[config.mk]
export PLATFORM = sky130hd
export DESIGN_NAME = overcurrent_guard
export DESIGN_NICKNAME = d
export VERILOG_FILES = /design/src/rtl/overcurrent_guard_pkg.sv /design/src/rtl/overcurrent_guard_oc_channel.sv /design/src/rtl/overcurrent_guard.sv
export SDC_FILE = /design/constraint.sdc
export NUM_CORES = 1
export LEC_CHECK = 0
export BUFFER_PORTS_ARGS = -buffer_cell sky130_fd_sc_hd__buf_2
export CORE_UTILIZATION = 63
export DETAILED_ROUTE_END_ITERATION = 6
export PLACE_DENSITY = 0.87
export SLEW_MARGIN = 20
export SYNTH_ARGS = -nofsm -noshare
export SYNTH_HDL_FRONTEND = slang
export SYNTH_HIERARCHICAL = 1
export SYNTH_SLANG_ARGS = --single-unit
[constraint.sdc]
create_clock -name clock -period 4.1 [get_ports clock]
set_input_delay 0 -clock clock [delete_from_list [all_inputs] [get_ports clock]]
set_output_delay 0 -clock clock [all_outputs]
set_load 0.02 [all_outputs]
[src/rtl/overcurrent_guard_pkg.sv]
// Shared types and parameter defaults for the dual-channel overcurrent guard.
package overcurrent_guard_pkg;

    typedef enum logic [1:0] {
        ARMED    = 2'd0,
        TRIP     = 2'd1,
        COOLDOWN = 2'd2,
        LOCKOUT  = 2'd3
    } ch_state_e;

    localparam int unsigned FILTER_CYCLES_DEF   = 4;
    localparam int unsigned COOLDOWN_CYCLES_DEF = 16;
    localparam int unsigned MAX_RETRIES_DEF     = 3;
    localparam int unsigned CLEAR_CYCLES_DEF    = 64;

    // Retry counter width; MAX_RETRIES must fit in it.
    localparam int unsigned RETRY_W = 2;
    // Direction bits owned by each channel.
    localparam int unsigned CH_DIR_W = 2;

endpackage

[src/rtl/overcurrent_guard_oc_channel.sv]
// One guard channel: comparator synchronizer, glitch filter, trip/retry FSM
// and registered gating of that channel's enable and direction bits.
module oc_channel
    import overcurrent_guard_pkg::*;
#(
    parameter int unsigned FILTER_CYCLES   = FILTER_CYCLES_DEF,
    parameter int unsigned COOLDOWN_CYCLES = COOLDOWN_CYCLES_DEF,
    parameter int unsigned MAX_RETRIES     = MAX_RETRIES_DEF,
    parameter int unsigned CLEAR_CYCLES    = CLEAR_CYCLES_DEF
) (
    input  logic                clk_i,
    input  logic                rst_ni,
    input  logic                comp_i,
    input  logic                en_i,
    input  logic [CH_DIR_W-1:0] dir_i,
    input  logic                clear_fault_i,
    output logic                en_o,
    output logic [CH_DIR_W-1:0] dir_o,
    output logic                fault_o,
    output logic [RETRY_W-1:0]  retries_o,
    output ch_state_e           state_o
);

    localparam int unsigned FILT_W = $clog2(FILTER_CYCLES + 1);
    localparam int unsigned CD_W   = $clog2(COOLDOWN_CYCLES + 1);
    localparam int unsigned CLR_W  = $clog2(CLEAR_CYCLES + 1);

    logic [1:0]          sync_q;
    logic                comp_s;
    ch_state_e           state_q, state_d;
    logic [FILT_W-1:0]   filt_q, filt_d;
    logic [CD_W-1:0]     cd_q, cd_d;
    logic [CLR_W-1:0]    clean_q, clean_d;
    logic [RETRY_W-1:0]  retry_q, retry_d;
    logic                en_q, en_d;
    logic [CH_DIR_W-1:0] dir_q, dir_d;
    logic                fault_q, fault_d;

    assign comp_s = sync_q[1];

    // Two-flop synchronizer for the asynchronous comparator.
    always_ff @(posedge clk_i or negedge rst_ni) begin
        if (!rst_ni) begin
            sync_q <= '0;
        end else begin
            sync_q <= {sync_q[0], comp_i};
        end
    end

    // FSM and counter state registers.
    always_ff @(posedge clk_i or negedge rst_ni) begin
        if (!rst_ni) begin
            state_q <= ARMED;
            filt_q  <= '0;
            cd_q    <= '0;
            clean_q <= '0;
            retry_q <= '0;
        end else begin
            state_q <= state_d;
            filt_q  <= filt_d;
            cd_q    <= cd_d;
            clean_q <= clean_d;
            retry_q <= retry_d;
        end
    end

    // Next-state logic: filter, trip accounting, cooldown timer, lockout release.
    always_comb begin
        state_d = state_q;
        filt_d  = filt_q;
        cd_d    = cd_q;
        clean_d = clean_q;
        retry_d = retry_q;
        unique case (state_q)
            ARMED: begin
                if (filt_q == FILT_W'(FILTER_CYCLES)) begin
                    state_d = TRIP;
                    filt_d  = '0;
                    clean_d = '0;
                end else begin
                    filt_d = comp_s ? filt_q + FILT_W'(1) : '0;
                    // Long quiet stretch forgives earlier trips; saturate so it stays forgiven.
                    if (filt_q == '0) begin
                        if (clean_q == CLR_W'(CLEAR_CYCLES - 1)) begin
                            retry_d = '0;
                        end else begin
                            clean_d = clean_q + CLR_W'(1);
                        end
                    end else begin
                        clean_d = '0;
                    end
                    if (clear_fault_i) begin
                        retry_d = '0;
                    end
                end
            end
            TRIP: begin
                if (retry_q < RETRY_W'(MAX_RETRIES)) begin
                    retry_d = retry_q + RETRY_W'(1);
                end
                state_d = (retry_d < RETRY_W'(MAX_RETRIES)) ? COOLDOWN : LOCKOUT;
                cd_d    = '0;
            end
            COOLDOWN: begin
                if (cd_q == CD_W'(COOLDOWN_CYCLES - 1)) begin
                    state_d = ARMED;
                    cd_d    = '0;
                    filt_d  = '0;
                    clean_d = '0;
                end else begin
                    cd_d = cd_q + CD_W'(1);
                end
            end
            LOCKOUT: begin
                if (clear_fault_i && !comp_s) begin
                    state_d = ARMED;
                    retry_d = '0;
                    filt_d  = '0;
                    clean_d = '0;
                end
            end
            default: begin
                state_d = ARMED;
            end
        endcase
    end

    // Next values of the gated outputs, derived from the current state.
    always_comb begin
        en_d    = en_i && (state_q == ARMED);
        dir_d   = (state_q == ARMED) ? dir_i : '0;
        fault_d = (state_q != ARMED);
    end

    // Output registers.
    always_ff @(posedge clk_i or negedge rst_ni) begin
        if (!rst_ni) begin
            en_q    <= 1'b0;
            dir_q   <= '0;
            fault_q <= 1'b0;
        end else begin
            en_q    <= en_d;
            dir_q   <= dir_d;
            fault_q <= fault_d;
        end
    end

    assign en_o      = en_q;
    assign dir_o     = dir_q;
    assign fault_o   = fault_q;
    assign retries_o = retry_q;
    assign state_o   = state_q;

endmodule

[src/rtl/overcurrent_guard.sv]
// Dual-channel motor-driver overcurrent guard: two independent oc_channel
// instances plus the shared, registered lockout flag.
module overcurrent_guard
    import overcurrent_guard_pkg::*;
#(
    parameter int unsigned FILTER_CYCLES   = FILTER_CYCLES_DEF,
    parameter int unsigned COOLDOWN_CYCLES = COOLDOWN_CYCLES_DEF,
    parameter int unsigned MAX_RETRIES     = MAX_RETRIES_DEF,
    parameter int unsigned CLEAR_CYCLES    = CLEAR_CYCLES_DEF
) (
    input  logic               clock,
    input  logic               reset,
    input  logic               compA,
    input  logic               compB,
    input  logic               enA_in,
    input  logic               enB_in,
    input  logic [3:0]         dir_in,
    input  logic               clear_fault,
    output logic               enableA,
    output logic               enableB,
    output logic [3:0]         dir_out,
    output logic               faultA,
    output logic               faultB,
    output logic               lockout,
    output logic [RETRY_W-1:0] retriesA,
    output logic [RETRY_W-1:0] retriesB
);

    ch_state_e state_a, state_b;
    logic      lockout_q, lockout_d;

    oc_channel #(
        .FILTER_CYCLES  (FILTER_CYCLES),
        .COOLDOWN_CYCLES(COOLDOWN_CYCLES),
        .MAX_RETRIES    (MAX_RETRIES),
        .CLEAR_CYCLES   (CLEAR_CYCLES)
    ) u_ch_a (
        .clk_i        (clock),
        .rst_ni       (reset),
        .comp_i       (compA),
        .en_i         (enA_in),
        .dir_i        (dir_in[1:0]),
        .clear_fault_i(clear_fault),
        .en_o         (enableA),
        .dir_o        (dir_out[1:0]),
        .fault_o      (faultA),
        .retries_o    (retriesA),
        .state_o      (state_a)
    );

    oc_channel #(
        .FILTER_CYCLES  (FILTER_CYCLES),
        .COOLDOWN_CYCLES(COOLDOWN_CYCLES),
        .MAX_RETRIES    (MAX_RETRIES),
        .CLEAR_CYCLES   (CLEAR_CYCLES)
    ) u_ch_b (
        .clk_i        (clock),
        .rst_ni       (reset),
        .comp_i       (compB),
        .en_i         (enB_in),
        .dir_i        (dir_in[3:2]),
        .clear_fault_i(clear_fault),
        .en_o         (enableB),
        .dir_o        (dir_out[3:2]),
        .fault_o      (faultB),
        .retries_o    (retriesB),
        .state_o      (state_b)
    );

    // Either channel locked out raises the shared flag.
    always_comb begin
        lockout_d = (state_a == LOCKOUT) || (state_b == LOCKOUT);
    end

    // Lockout flag register, aligned with the per-channel fault outputs.
    always_ff @(posedge clock or negedge reset) begin
        if (!reset) begin
            lockout_q <= 1'b0;
        end else begin
            lockout_q <= lockout_d;
        end
    end

    assign lockout = lockout_q;

endmodule

==> impl_results.md, run 1 <==
* Register-to-register setup slack at 1.83 ns
* Core footprint at 0.00400 mm2
* Register bit count reported by yosys at 51
* Total negative setup slack at 0 ns
* Global router's overall resource usage at 0.255
* Cells after Synth at 262
* Drt wl/cell at 14.7 um
* Final weighted congestion of routability-driven global placement at 0.807
* First-pass GRT wire length at 8360 um
* Total Routed Length at 5060 um
* # diodes at 0
* Class of the worst hold path: in2reg
* Largest fanout on the critical path at 10
* DR iter-0 viols at 268
* Post-synthesis net count at 289
* Number of buffers added on ports at 23
* Die extent in y at 66.4 um
* Area growth from synthesis to layout at 12.6%
* CTS tree: yes
* Final Net Count at 321
* Clock-pin slew on the worst setup and hold paths at 0.09 ns
* Vias/cell at 6.03
* Vias in the first global route at 1922
* Remaining design rule violation count at 0
* Pins over their slew limit at 0
* RSZ-0062 raised after global routing: false
* Total die area at 0.00441 mm2
* Die X at 66.4 um
* Critical path start-end classification: reg2reg
* Fin Clk Skew at 0.00631 ns
* Hold Path Stages at 4
* Total overflow reported by the global router at 0
* R2R Path Start: u_ch_a/state_o[0]
* FILL cells at 296
* Count of synthesis-stage warnings from yosys at 6
* Number of buffers inserted during clock tree synthesis at 5
* RR Endpoint: u_ch_a/clean_q[4]
* Total clock sinks at 51
* Num rows at 23
* WHS at 0.242 ns
* H-tree depth reported by CTS at 2
* Status: finished, final reports clean
* Clock latency at the later pin of the worst-skew pair at 0.30 ns
* Required time at the worst-slack endpoint at 4.30 ns
* Post-synthesis area per instance at 9.99 um2
* Max-Slew Margin vs Limit at 0.589
* Max Cap Viol at 0
* Sequential area share after synthesis at 0.488
* Number of different library cells in the post-synthesis netlist at 35
* Power Total at 1.92 mW
* Post-layout minimum cycle time at 2.27 ns
* Maximum clock frequency at 440 MHz
* Number of antenna-violating nets in the routed design at 0
* Share of layout cells above drive strength 1 at 0.116
* Maximum number of pins on one net before global-route repair at 52
* Postcts setup bufs at 0
* Clock Tree Root: sky130_fd_sc_hd__clkbuf_8
* Data arrival, critical path at 2.47 ns
* Startpoint of the most critical hold path: clear_fault
* Worst Hold End: u_ch_b/state_o[0]
* Boundary pin count at 24
* Worst voltage drop across the vdd grid at 0.393 mV
* Initial antenna violation count at 0
* First drt pass iteration count at 5
* Power per unit of standard cell area at 653 mW/mm2
* Transition at the pin with the smallest max-transition slack at 0.616 ns
* Post-detailed-placement half-perimeter wirelength at 3430 um
* Maximum buffer depth of the clock tree at 2
* CP endpoint kind: flop
* Count of final setup violators at 0
* Initial Util at 0.654
* Leakage dissipation at 1.34 nW
* Final worst path period share at 0.554
* Routed vias at 2074
* Final hold violation count at 0
* Startpoint kind of the worst setup timing path: flop
* Mapped Area at 0.00262 mm2
* Number of cells traversed by the worst register-to-register path at 5
==> cell type report <==
type                       instances  area [um2]  area share
inverter                          22        82.6      0.0280
clock inverter                     1        30.0      0.0102
timing repair buffer              33         213      0.0722
sequential                        51        1280       0.433
tap                               50        62.6      0.0212
multi-input combinational        181        1210       0.411
clock buffer                       6        72.6      0.0246
==> placed cells by master, fill, tap and decap left out, types with 6 or more instances in the layout <==
master,netlist,routed
sky130_fd_sc_hd__o21ai_1,8,8
sky130_fd_sc_hd__dlygate4sd3_1,0,9
sky130_fd_sc_hd__dfrtp_1,51,51
sky130_fd_sc_hd__a21oi_1,8,8
sky130_fd_sc_hd__nand2_1,18,18
sky130_fd_sc_hd__nor2_1,10,10
sky130_fd_sc_hd__buf_2,2,23
sky130_fd_sc_hd__o22ai_1,6,6
sky130_fd_sc_hd__a31oi_1,6,6
sky130_fd_sc_hd__nand3_1,22,22
sky130_fd_sc_hd__o21ai_0,16,16
sky130_fd_sc_hd__ha_1,16,16
sky130_fd_sc_hd__inv_1,22,22
sky130_fd_sc_hd__nand4b_1,6,6
sky130_fd_sc_hd__and2_1,6,6
sky130_fd_sc_hd__o31ai_1,16,16
==> metal layers <==
| metal | global-route usage | part of all wire | vias up |
|---|---|---|---|
| met4 | 0.112 | 0.017 | 0 |
| met3 | 0.0414 | 0.051 | 8 |
| met1 | 0.310 | 0.44 | 968 |
| met5 | 0 | 0 | - |
| met2 | 0.441 | 0.49 | 87 |
| li1 | - | - | 1011 |
==> state kept, by name (all words and copies together) (netlist names), 2 cells and up <==
register / cells
u_ch_a/clean_q: 7
u_ch_b/clean_q: 7
u_ch_a/cd_q: 5
u_ch_b/cd_q: 5
u_ch_a/filt_q: 3
u_ch_b/filt_q: 3
u_ch_a/dir_o: 2
u_ch_a/retries_o: 2
u_ch_a/state_o: 2
u_ch_a/sync_q: 2
u_ch_b/dir_o: 2
u_ch_b/retries_o: 2
u_ch_b/state_o: 2
u_ch_b/sync_q: 2
==> stage by stage <==
stage | setup slack, ns | std cells | utilization | area (um2)
floorplan | 2.07 | 262 | - | 2620
global placement | 1.98 | 328 | 0.688 | 2750
detailed placement | 1.86 | 328 | 0.688 | 2750
CTS | 1.84 | 344 | 0.737 | 2950
global route | 1.70 | 344 | 0.737 | 2950
finish | 1.83 | 344 | 0.737 | 2950
==> cells in the mapped netlist (all sizes together) <==
cell type	count	area, um2
a21boi	2	15.0
a21oi	8	40.0
a221o	2	20.0
a222oi	2	20.0
a22o	1	8.76
a31oi	6	37.5
a41o	2	20.0
and2	6	37.5
and3	4	25.0
buf	4	32.5
clkbuf	4	15.0
dfrtp	51	1280
ha	16	200
inv	22	82.6
mux2i	4	40.0
nand2	18	67.6
nand2b	4	25.0
nand3	22	110
nand3b	2	15.0
nand4b	6	52.6
nor2	10	37.5
nor2b	2	12.5
nor3	4	30.0
nor3b	4	30.0
o21a	2	15.0
o21ai	24	120
o22ai	6	37.5
o31ai	16	120
o41ai	2	17.5
or2	2	12.5
or3	2	22.5
or4b	2	20.0
==> critical path: stages (launching register included) <==
cell and delay (ns):
sky130_fd_sc_hd__dfrtp_1 0.43, sky130_fd_sc_hd__inv_1 0.09, sky130_fd_sc_hd__ha_1 0.31, sky130_fd_sc_hd__or4b_1 0.65, sky130_fd_sc_hd__or3_4 0.46, sky130_fd_sc_hd__o31ai_1 0.23
==> worst max path at each step <==
stage	from	to	slack, ns	depth (start not counted)
finish	u_ch_a/state_o[0]	u_ch_a/clean_q[4]	1.83	5
detailed placement	u_ch_b/state_o[0]	u_ch_b/clean_q[5]	1.86	5
global route	u_ch_b/state_o[0]	u_ch_b/clean_q[4]	1.70	5
global placement	u_ch_a/state_o[0]	u_ch_a/clean_q[4]	1.98	5
floorplan	u_ch_a/state_o[0]	u_ch_a/clean_q[4]	2.07	7
CTS	u_ch_b/state_o[0]	u_ch_b/clean_q[5]	1.84	5
==> cell families (layout without fill, tap and decap cells) <==
logic type      after synthesis  after routing  share of synthesized area
compound gates               73             73                      0.180
fa+ha+maj                    16             16                     0.0765
buf+inv                      30             62                     0.0497
flops                        51             51                      0.488
mux                           4              4                     0.0153
simple gates                 88             88                      0.190
==> where the power goes <==
part / internal, mW / leakage, nW / switching (mW)
combinational: 0.331 / 0.621 / 0.545
sequential: 0.619 / 0.670 / 0.0953
clock: 0.179 / 0.0513 / 0.155
total: 1.13 / 1.34 / 0.795
==> what timing repair did <==
item                      CTS  global route
hold buffers                9             0
hold endpoints to repair   59             0
gates resized for setup     0             0
No activity file was read; power rests on OpenSTA's default activity.
==> inputs of run 2 (changes only) <==
- CORE_UTILIZATION: 63 -> 53
- PLACE_DENSITY: 0.87 -> 0.78
- clock period: 4.1 -> 1.9 ns (I/O delays scaled with it)
==> run 2 against run 1 <==
Net effect: non-clock buffer count is 25 higher; largest power group unchanged; first-iteration DRC count decreased by 60%; hold slack improved by 0.019 ns; critical path type unchanged; maximum frequency is 20% higher; register-to-register slack got worse by 1.8 ns; core utilization fell by 5.6 points; via count is 2.0% higher.
==> impl_results.md, run 2 (synthesized netlist as in run 1, its figures left out) <==
* Required time at the worst-slack endpoint at 2.11 ns (-2.19 ns)
* Final std cell area, no fill at 0.00321 mm2 (+9.1%)
* Commonest cells after routing, fill and taps aside: sky130_fd_sc_hd__dfrtp_1, sky130_fd_sc_hd__buf_4, sky130_fd_sc_hd__buf_2
* Share of layout cells above drive strength 1 at 0.241 (+0.126)
* Initial Util at 0.554 (-0.100)
* Commonest non-fill, non-tap cell in the layout: sky130_fd_sc_hd__dfrtp_1
* Worst voltage drop across the vdd grid at 0.949 mV (+140%)
* Worst slack at placement at -0.0175 ns (-1.87 ns)
* Critical path start-end classification: reg2reg
* Vias/cell at 5.48 (-9.1%)
* Total overflow reported by the global router at 0 (unchanged)
* Number of buffers inserted during clock tree synthesis at 5 (unchanged)
* Die X at 72.3 um (+8.8%)
* Global router's overall resource usage at 0.225 (-0.0293)
* First-pass GRT wire length at 9170 um (+9.8%)
* Max-Slew Margin vs Limit at 0.584 (-0.00534)
* Ordered list of cells on the worst path: ha_4 > or4b_4 > or3_4 > o31ai_2
* Number of antenna-violating nets in the routed design at 0 (unchanged)
* Final worst path period share at 0.993 (+0.439)
* Class of the worst hold path: in2reg
* Num rows at 25 (+8.7%)
* # diodes at 0 (unchanged)
* First drt pass iteration count at 4 (-1)
* Post-DP Area at 0.00295 mm2 (+7.2%)
* Vias in the first global route at 2042 (+6.2%)
* Post-detailed-placement half-perimeter wirelength at 3760 um (+9.5%)
* H-tree depth reported by CTS at 2 (unchanged)
* Area growth from synthesis to layout at 22.9%
* Maximum number of pins on one net before global-route repair at 52 (unchanged)
* Final hold violation count at 0 (unchanged)
* R2R Path Start: u_ch_b/state_o[0]
* Transition at the pin with the smallest max-transition slack at 0.624 ns (+0.00802 ns)
* Die extent in y at 72.3 um (+8.8%)
* Total negative setup slack at 0 ns (unchanged)
* Leakage dissipation at 1.47 nW (+9.2%)
* Clock Tree Root: sky130_fd_sc_hd__clkbuf_8
* Startpoint kind of the worst setup timing path: flop
* Maximum buffer depth of the clock tree at 2 (unchanged)
* Power Total at 4.47 mW (+130%)
* Post-layout minimum cycle time at 1.89 ns (-0.384 ns)
* Total clock sinks at 51 (unchanged)
* DR iter-0 viols at 108 (-60%)
* Maximum clock frequency at 530 MHz (+20%)
* Number of buffers and inverters on the critical path at 0 (-1)
* Data arrival, critical path at 2.09 ns (-0.38 ns)
* Count of final setup violators at 0 (unchanged)
* Max Cap Viol at 0 (unchanged)
* Registers with the most flip-flops: u_ch_a/clean_q: 7 flops, u_ch_b/clean_q: 7 flops
* Final worst-path setup slack at 0.0130 ns (-1.82 ns)
* Final Net Count at 346 (+7.8%)
* Remaining design rule violation count at 0 (unchanged)
* Critical path's largest stage delay at 0.51 ns (-0.14 ns)
* Pins over their slew limit at 0 (unchanged)
* Clock latency at the later pin of the worst-skew pair at 0.29 ns (about the same)
* Cell family with most CP delay: simple AND/OR/NAND/NOR gates
* Number of buffers added on ports at 23 (unchanged)
* Routed vias at 2116 (+2.0%)
* RSZ-0062 raised after global routing: true
* Launch point of the worst path: u_ch_b/state_o[0]
* Core footprint at 0.00472 mm2 (+18%)
* Total die area at 0.00522 mm2 (+18%)
* Largest fanout on the critical path at 5 (-5)
* Drt wl/cell at 13.9 um (-5.7%)
* WHS at 0.262 ns (+0.0195 ns)
* Final weighted congestion of routability-driven global placement at 0.826 (+2.3%)
* Max stage delay cell, worst path: sky130_fd_sc_hd__or4b_4
* Initial antenna violation count at 0 (unchanged)
* Power per unit of standard cell area at 1390 mW/mm2 (+110%)
* CP endpoint kind: flop
* Startpoint of the most critical hold path: clear_fault
* Clock-pin slew on the worst setup and hold paths at 0.08 ns (about the same)
* Fin Clk Skew at 0.00554 ns (-0.000773 ns)
* Total Routed Length at 5350 um (+5.8%)
* Status: finished, final reports clean
* Boundary pin count at 24 (unchanged)
* CTS tree: yes
## run 2: cell count changes in the layout (fill, tap and decap cells not counted), sizes merged
cell | before | now
buf | 24 | 49
bufinv | 1 | 0
clkinv | 0 | 1
## run 2: tightest hold or removal path, cell delays in order
cell	delay, ns
sky130_fd_sc_hd__buf_2	0.13
sky130_fd_sc_hd__nand2b_1	0.11
sky130_fd_sc_hd__nand2_1	0.08
sky130_fd_sc_hd__nand3_1	0.11
sky130_fd_sc_hd__mux2i_1	0.08
## run 2: area by class of cell
type / instances / area (um2)
Fill cell: 373 / 1510
Multi-Input combinational cell: 181 / 1280
Sequential cell: 51 / 1280
Timing Repair Buffer: 58 / 400
Tap cell: 67 / 83.8
Clock buffer: 6 / 82.6
Inverter: 22 / 82.6
Clock inverter: 1 / 5.00
## run 2: worst paths after layout
kind | endpoint | slack (ns) | cells after the start
max | u_ch_b/clean_q[3] | 0.01 | 4
min | u_ch_b/retries_o[0] | 0.26 | 5
min reg2reg | u_ch_b/sync_q[1] | 0.36 | 0
max in group asynchronous | u_ch_b/state_o[0] | 1.11 | 3
min in group asynchronous | u_ch_a/clean_q[2] | 0.32 | 3
max reg2reg | u_ch_b/clean_q[3] | 0.01 | 4
## run 2: where the power goes
group / internal (mW) / switching, mW
combinational: 1.01 / 1.31
clock: 0.286 / 0.318
sequential: 1.34 / 0.201
total: 2.64 / 1.83
## run 2: per-stage QoR
step           std cells  utilization
6_report             386        0.681
5_1_grt              386        0.681
4_1_cts              384        0.664
3_5_place_dp         368        0.625
3_3_place_gp         368        0.625
2_1_floorplan        262            -
## run 2: timing repair
| action | CTS | global route |
|---|---|---|
| hold endpoints to repair | 59 | 0 |
| setup endpoints to repair | 4 | 10 |
| hold buffers | 9 | 0 |
| pin swaps | 0 | 4 |
| setup buffers | 0 | 2 |
| resized for setup | 2 | 15 |
## run 2: layer usage
metal	wire length (um)	part of all wire	GRT usage
met5	0	0	0
met4	111	0.021	0.0850
met3	133	0.025	0.0486
met2	2570	0.48	0.363
met1	2540	0.47	0.299
